`src/rtl/dbuffer_access_ctrl.sv`:
```
// Data-buffer access sequencer: alignment/range check, RMW for sub-word stores, load extension.
// Optional macro DBUF_PERF_EN adds saturating access/exception counters.
module dbuffer_access_ctrl #(
    parameter logic [21:0] BASE_ADDR = 22'h000000,
    parameter int          RAM_AW    = 8
) (
    input  logic              clk,
    input  logic              rst_n,
    input  logic              req,
    output logic              req_ready,
    input  logic              load,
    input  logic              store,
    input  logic [1:0]        func2,
    input  logic              ld_unsigned,
    input  logic [31:0]       addr,
    input  logic [31:0]       wdata,
    output logic              resp_valid,
    output logic [31:0]       rdata,
    output logic              er_load_n,
    output logic              er_load_c,
    output logic              er_store_n,
    output logic              er_store_c,
    output logic [31:0]       bad_addr,
    output logic              ram_en,
    output logic              ram_we,
    output logic [RAM_AW-1:0] ram_addr,
    output logic [31:0]       ram_wdata,
`ifdef DBUF_PERF_EN
    output logic [15:0]       perf_acc_cnt,
    output logic [15:0]       perf_exc_cnt,
`endif
    input  logic [31:0]       ram_rdata
);

    localparam logic [2:0] IDLE    = 3'd0;
    localparam logic [2:0] LD_RD   = 3'd1;
    localparam logic [2:0] LD_DATA = 3'd2;
    localparam logic [2:0] ST_RD   = 3'd3;
    localparam logic [2:0] ST_WR   = 3'd4;
    localparam logic [2:0] EXC     = 3'd5;

    logic [2:0]  state_r, state_nxt_s;
    logic [31:0] addr_r, wdata_r;
    logic [1:0]  func2_r;
    logic        uns_r, is_store_r, nonalign_r, cross_r;
    logic        accept_s, nonalign_s, cross_s;

    function automatic logic [31:0] load_extract(input logic [31:0] word, input logic [1:0] size,
                                                 input logic [1:0] lane, input logic uns);
        logic [7:0]  b;
        logic [15:0] h;
        logic [31:0] r;
        b = word[{lane, 3'b000} +: 8];
        h = lane[1] ? word[31:16] : word[15:0];
        case (size)
            2'b00:   r = uns ? {24'h000000, b} : {{24{b[7]}}, b};
            2'b01:   r = uns ? {16'h0000, h} : {{16{h[15]}}, h};
            default: r = word;
        endcase
        return r;
    endfunction

    function automatic logic [31:0] store_merge(input logic [31:0] word, input logic [31:0] wd,
                                                input logic [1:0] size, input logic [1:0] lane);
        logic [31:0] r;
        r = word;
        case (size)
            2'b00: r[{lane, 3'b000} +: 8] = wd[7:0];
            2'b01: begin
                if (lane[1]) r[31:16] = wd[15:0];
                else         r[15:0]  = wd[15:0];
            end
            default: r = wd;
        endcase
        return r;
    endfunction

    // Accept qualification and access checks on the live request
    always_comb begin
        accept_s   = req && (load || store) && (state_r == IDLE);
        nonalign_s = ((func2 == 2'b01) && addr[0]) ||
                     ((func2 == 2'b10) && (addr[1:0] != 2'b00)) ||
                     (func2 == 2'b11);
        cross_s    = (addr[31:10] != BASE_ADDR);
    end

    // Next-state decode
    always_comb begin
        state_nxt_s = state_r;
        case (state_r)
            IDLE: begin
                if (accept_s) begin
                    if (nonalign_s || cross_s)  state_nxt_s = EXC;
                    else if (!store)            state_nxt_s = LD_RD;
                    else if (func2 == 2'b10)    state_nxt_s = ST_WR;
                    else                        state_nxt_s = ST_RD;
                end else begin
                    state_nxt_s = IDLE;
                end
            end
            LD_RD:   state_nxt_s = LD_DATA;
            ST_RD:   state_nxt_s = ST_WR;
            LD_DATA, ST_WR, EXC: state_nxt_s = IDLE;
            default: state_nxt_s = IDLE;
        endcase
    end

    // State, latched request fields and check results
    always_ff @(posedge clk or negedge rst_n) begin
        if (!rst_n) begin
            state_r    <= IDLE;
            addr_r     <= 32'h00000000;
            wdata_r    <= 32'h00000000;
            func2_r    <= 2'b00;
            uns_r      <= 1'b0;
            is_store_r <= 1'b0;
            nonalign_r <= 1'b0;
            cross_r    <= 1'b0;
            bad_addr   <= 32'h00000000;
        end else begin
            state_r <= state_nxt_s;
            if (accept_s) begin
                addr_r     <= addr;
                wdata_r    <= wdata;
                func2_r    <= func2;
                uns_r      <= ld_unsigned;
                is_store_r <= store;
                nonalign_r <= nonalign_s;
                cross_r    <= cross_s;
            end
            if (state_r == EXC) bad_addr <= addr_r;
        end
    end

    // RAM and response outputs; read data is only meaningful the cycle after a strobe
    always_comb begin
        req_ready  = (state_r == IDLE);
        resp_valid = 1'b0;
        rdata      = 32'h00000000;
        er_load_n  = 1'b0;
        er_load_c  = 1'b0;
        er_store_n = 1'b0;
        er_store_c = 1'b0;
        ram_en     = 1'b0;
        ram_we     = 1'b0;
        ram_wdata  = 32'h00000000;
        ram_addr   = (state_r != IDLE) ? addr_r[RAM_AW+1:2] : {RAM_AW{1'b0}};
        case (state_r)
            LD_RD, ST_RD: ram_en = 1'b1;
            LD_DATA: begin
                resp_valid = 1'b1;
                rdata      = load_extract(ram_rdata, func2_r, addr_r[1:0], uns_r);
            end
            ST_WR: begin
                ram_en     = 1'b1;
                ram_we     = 1'b1;
                resp_valid = 1'b1;
                ram_wdata  = store_merge(ram_rdata, wdata_r, func2_r, addr_r[1:0]);
            end
            EXC: begin
                resp_valid = 1'b1;
                er_load_n  = !is_store_r && nonalign_r;
                er_load_c  = !is_store_r && cross_r;
                er_store_n = is_store_r && nonalign_r;
                er_store_c = is_store_r && cross_r;
            end
            default: resp_valid = 1'b0;
        endcase
    end

`ifdef DBUF_PERF_EN
    // Saturating response counters
    always_ff @(posedge clk or negedge rst_n) begin
        if (!rst_n) begin
            perf_acc_cnt <= 16'h0000;
            perf_exc_cnt <= 16'h0000;
        end else begin
            if (((state_r == LD_DATA) || (state_r == ST_WR)) && (perf_acc_cnt != 16'hFFFF))
                perf_acc_cnt <= perf_acc_cnt + 16'h0001;
            if ((state_r == EXC) && (perf_exc_cnt != 16'hFFFF))
                perf_exc_cnt <= perf_exc_cnt + 16'h0001;
        end
    end
`endif

endmodule

```
`config.mk`:
```
export PLATFORM = sky130hd
export DESIGN_NAME = dbuffer_access_ctrl
export DESIGN_NICKNAME = d
export VERILOG_FILES = /design/src/rtl/dbuffer_access_ctrl.sv
export SDC_FILE = /design/constraint.sdc
export NUM_CORES = 1
export LEC_CHECK = 0
export CORE_MARGIN = 4
export CORE_UTILIZATION = 60
export CTS_CLUSTER_DIAMETER = 200
export DETAILED_ROUTE_END_ITERATION = 10
export DONT_BUFFER_PORTS = 1
export PLACE_DENSITY = 0.86
export SYNTH_ARGS = -nofsm -noshare
export SYNTH_HDL_FRONTEND = slang
export SYNTH_SLANG_ARGS = --single-unit
```
`constraint.sdc`:
```
create_clock -name clk -period 6.3 [get_ports clk]
set_clock_uncertainty 0.05 [all_clocks]
set_input_delay 0.63 -clock clk [delete_from_list [all_inputs] [get_ports clk]]
set_output_delay 0.63 -clock clk [all_outputs]
set_load 0.005 [all_outputs]
```
# [After elaboration in Yosys (flattened, before gate mapping)]
# Cells that the tools add are included.
[classes] eq_ne=9 n_shift=3 addsub=1 muxes=23 n_reduce_logical=20
[op_table] operator="$mux 32" n=4
[op_table] operator="$pmux 32 s2" n=2
[op_table] operator="$mux 16" n=3
[op_table] operator="$bwmux 32" n=1
[op_table] operator="$shift 8x7->32 const A" n=1
[op_table] operator="$shiftx 32x6->8" n=1
[op_table] operator="$shiftx 8x7->32" n=1
[op_table] operator="$reduce_bool 22->1" n=1
[op_table] operator="$mux 3" n=4
[op_table] operator="$pmux 3 s3" n=1
[op_table] operator="$logic_and 1x1->1" n=8
[op_table] operator="$mux 8" n=1
[op_table] operator="$mux 1" n=7
[op_table] operator="$neg 5->7" n=1
[op_table] operator="$eq 3x2->1 const B" n=2
[op_table] operator="$eq 3x3->1 const B" n=2
[op_table] operator="$reduce_or 3->1" n=2
[op_table] operator="$eq 2x1->1 const B" n=2
[op_table] operator="$eq 2x2->1 const B" n=2
[op_table] operator="$logic_or 1x1->1" n=4
[op_table] operator="$eq 3x1->1 const B" n=1
[op_table] operator="$logic_not 3->1" n=1
[op_table] operator="$reduce_bool 3->1" n=1
[op_table] operator="$logic_not 2->1" n=1
[op_table] operator="2 further kinds" n=2
[totals] register_bits=105 elab_cells=65 in_bits=104 output_inout_bits=112

# [Longest topological paths before layout]
[depth] depth_word=8 mapped_depth=9 depth_no_buf=6

# [Worst setup path before layout]
# Ideal clock, no wire load.
[synth_path] kind="register -> output" from="register addr_r[1]" to="output ram_wdata[24]" t_required_ps=5620 arrival_ps=2131 stages_incl_launch_ff=10 slack_ps=3489 n_path_buf=3 path_cell_list="dfrtp_1 -> buf_6 -> inv_1 -> clkbuf_1 -> ha_1 -> nor3b_1 -> and3_1 -> clkbuf_1 -> a22oi_1 -> a21oi_1"
[synth_via] elab_chain_cells=5 elab_cells_between_ends=7 classes_between="add/sub: 1; shift: 2; mux: 4"
[synth_rtl] element="start, declared" line_no="43" rtl="logic [31:0] addr_r, wdata_r;"
[synth_rtl] element="start signal, assigned" line_no="123" rtl="addr_r <= addr;"
[synth_rtl] element="$neg 5->7" line_no="68" rtl="2'b00: r[{lane, 3'b000} +: 8] = wd[7:0];"
[synth_rtl] element="$shiftx 8x7->32 or $shift 8x7->32 (tied branches)" line_no="68"
[synth_rtl] element="$bwmux 32" line_no="68"
[synth_rtl] element="$pmux 32 s2 *" line_no="67" rtl="case (size)"
[synth_rtl] element="$mux 32 *" line_no="148" rtl="case (state_r)"
[synth_rtl] element="end, declared" line_no="27" rtl="output logic [31:0] ram_wdata,"
# Mark *: on every way between the ends. The rest lies on a longest branch, timed or not.

# [Worst setup path in the final report]
[layout_path] from="register addr_r[1]" to="output ram_wdata[22]"
# The elaborated chain is that of the path after synthesis.

==> results.cfg <==
[power]
ir_drop_mv = 0.2779
switching_share_pct = 44.41
p_sw_w = 0.001343
clkPwrFrac_pct = 13.5
powerDensity_nw_per_um2 = 469.3
p_leak_nw = 3.047
p_int_w = 0.001681
combPwrFrac_pct = 41.9
seqPwrFrac_pct = 44.6

[global_routing]
grt_usage_pct = 30.49
grt_max_degree = 106
grt_pass1_wl_mm = 28.37
grt_pass1_vias = 5275
grt_antenna_before_repair = 0
overflow = 0

[route]
top_layer = met4
routed_via_density = 6.748
drc = 0
wire_per_inst_um = 23.06
totalWireLength_mm = 18.86
drt_iter0_drc = 666
routed-via-count = 5520
dr_wl_met3_mm = 2.208
drt_first_pass_iters = 5
wl_met1_mm = 7.272
detail-route-antenna-nets = 0
met2_wirelength_mm = 8.868

[setup_path]
crit_path_end_kind = output port
crit_start = addr_r[1]$_DFFE_PN0N_
critPathKind = flop to output port
crit_required_ps = 5620
worst_setup_path_start_kind = flop
cp_max_fo = 58
arrival_ps = 4210
r2r_start = state_r[2]$_DFF_PN0_
reg2reg_setup_slack_ps = 4190

[synthesis]
synth_cells = 716
syn_avg_cell_area_um2 = 8.739
yosys-top-cells-area = dfrtp_1 42%, nand2_1 12%, mux2_2 5.8%
synth_fp_nets = 825
ys_seq_area_share_pct = 41.99
yosysUniqueCellTypes = 50
yosys_warnings = 0
yosysTopAreaCellShare_pct = 41.99
synth_top_cell_by_area = dfrtp_1
ys_seq_elements = 105
syn_area_um2 = 6257

[clock_tree]
clkSinkCount = 105
root_buffer = clkbuf_8
htree_levels = 3
cts_setup_buffers = 0
clkTransAtPathRegs_ps = 100
insertion_delay_ps = 370
cts_tree = yes
cts_buffers = 9
clock_path_buffers = 2

[layout]
layout-drive-gt1-share_pct = 11.14
fillers = 852
fin_area_um2 = 6442
final_nets = 786
final_common_cell = nand2_1
antenna_cells = 0
most-common-layout-cells = 208 x nand2_1, 103 x dfrtp_1, 32 x mux2_2
area_growth_pct = 2.959

[placed_design]
dpl_cell_area_um2 = 6218
io_buffers = 0
gp_congestion = 0.8881
dp_hpwl_mm = 13.11

[die]
die_area_um2 = 12130
die_w_um = 110.1
std_cell_rows = 37
die_y_um = 110.1
coreArea_um2 = 10230
initial_core_util_pct = 61.16
num_io_pins = 216

[sta]
min_period_ps = 4890
holdWs_ps = 127.3
fin_setup_tns_ps = 0
finalSetupViolations = 0
period_share_pct = 77.62
rsz0062_at_grt = no
tightest_slew_ps = 1275
slew_headroom_pct = 13.82
slew_viol_final = 0
timing_hold_violations_final = 0
fmax_mhz = 204.5

[worst_hold_path]
hold_class = input pin to async pin

[run_status]
status = finished clean

[flow_run]
cap_violations = 0
[worst paths after layout]
path,endpoint,cells after the start
hold / removal,wdata_r[8]$_DFFE_PN0N_,1
max in group asynchronous,wdata_r[24]$_DFFE_PN0N_,1
setup reg to reg,bad_addr[26]$_DFFE_PN0P_,3
min in group clk,addr_r[22]$_DFFE_PN0N_,2
hold reg to reg,addr_r[23]$_DFFE_PN0N_,2
setup / recovery,ram_wdata[22],6
[cell families (layout without fill, tap and decap cells)]
family                     Yosys count  count (layout)  share of synthesized area, %
buffers and inverters               80              46                         5.479
adders and majority gates            5               5                        0.9998
and+or+nand+nor                    300             300                         20.78
DFF                                105             105                         41.99
AOI/OAI and AO/OA                  173             173                         20.16
muxes                               53              53                         10.60
[routing by layer]
layer | GRT usage, % | vias up
met5 | 0 | -
met4 | 9.938 | 0
met3 | 8.620 | 47
met2 | 49.87 | 357
met1 | 39.30 | 2668
li1 | - | 2448
[stage by stage]
step	setup slack [ps]	total power, W	util [%]	cells
final	1410	0.003024	62.97	818
after global routing	1118	0.003244	62.97	818
after CTS	1486	0.003009	62.90	817
after detailed placement	1909	0.002583	60.78	800
after global placement	2050	0.002522	60.78	800
after floorplan	3489	0.002277	-	716
[final cells by class]
cell class / instances / area, µm² / share of cell area, %
clock buffer: 11 / 141.4 / 2.195
clock inverter: 5 / 47.55 / 0.7380
inverter: 23 / 86.33 / 1.340
multi-input combinational: 531 / 3294 / 51.14
sequential: 105 / 2630 / 40.82
tap: 136 / 170.2 / 2.641
timing repair buffer: 7 / 72.57 / 1.126
[critical path, stage by stage, from the launching register on]
cell and delay (ps):
dfrtp_2 1100, inv_1 490, ha_1 480, nor4bb_1 1010
a221oi_1 210, a211o_1 340, a21oi_1 190
[what timing repair did]
item,in CTS,in global routing
hold endpoints to repair,105,0
hold buffers,1,0
gates resized for setup,0,0
endpoints found under the setup margin,0,0
[state kept, by name, indices dropped and copies added (netlist names)]
name        count
addr_r         32
bad_addr       32
wdata_r        32
state_r         3
func2_r         2
cross_r         1
is_store_r      1
nonalign_r      1
uns_r           1
[power groups by stage]
stage	sequential [W]	combinational, W	clock (W)
final	0.00135	0.00127	0.000407
after floorplan	0.00116	0.00111	0
after CTS	0.00134	0.00125	0.000417
after global routing	0.00139	0.00141	0.000445
after global placement	0.00133	0.00119	0
after detailed placement	0.00135	0.00123	0
[cell usage after synthesis, drive strengths merged]
cell type	count
nand2	208
dfrtp	105
clkbuf	33
mux2	33
nor2	30
a21oi	29
buf	24
a22oi	22
inv	22
o21ai	22
nor2b	21
a21o	16
a221oi	16
o22ai	15
mux2i	13
a221o	9
nand2b	9
a211o	8
a2111oi	7
mux4	7
nor4	7
o221a	7
a21boi	6
a222oi	6
and3	6
nor3	6
ha	5
nand3	3
nor3b	3
a22o	2
a31oi	2
and2	2
a31o	1
and3b	1
clkinv	1
nand4	1
nor4bb	1
o211a	1
o211ai	1
o21a	1
o2bb2ai	1
o31a	1
or2	1
or3	1
(Power assumes the default switching activity.)
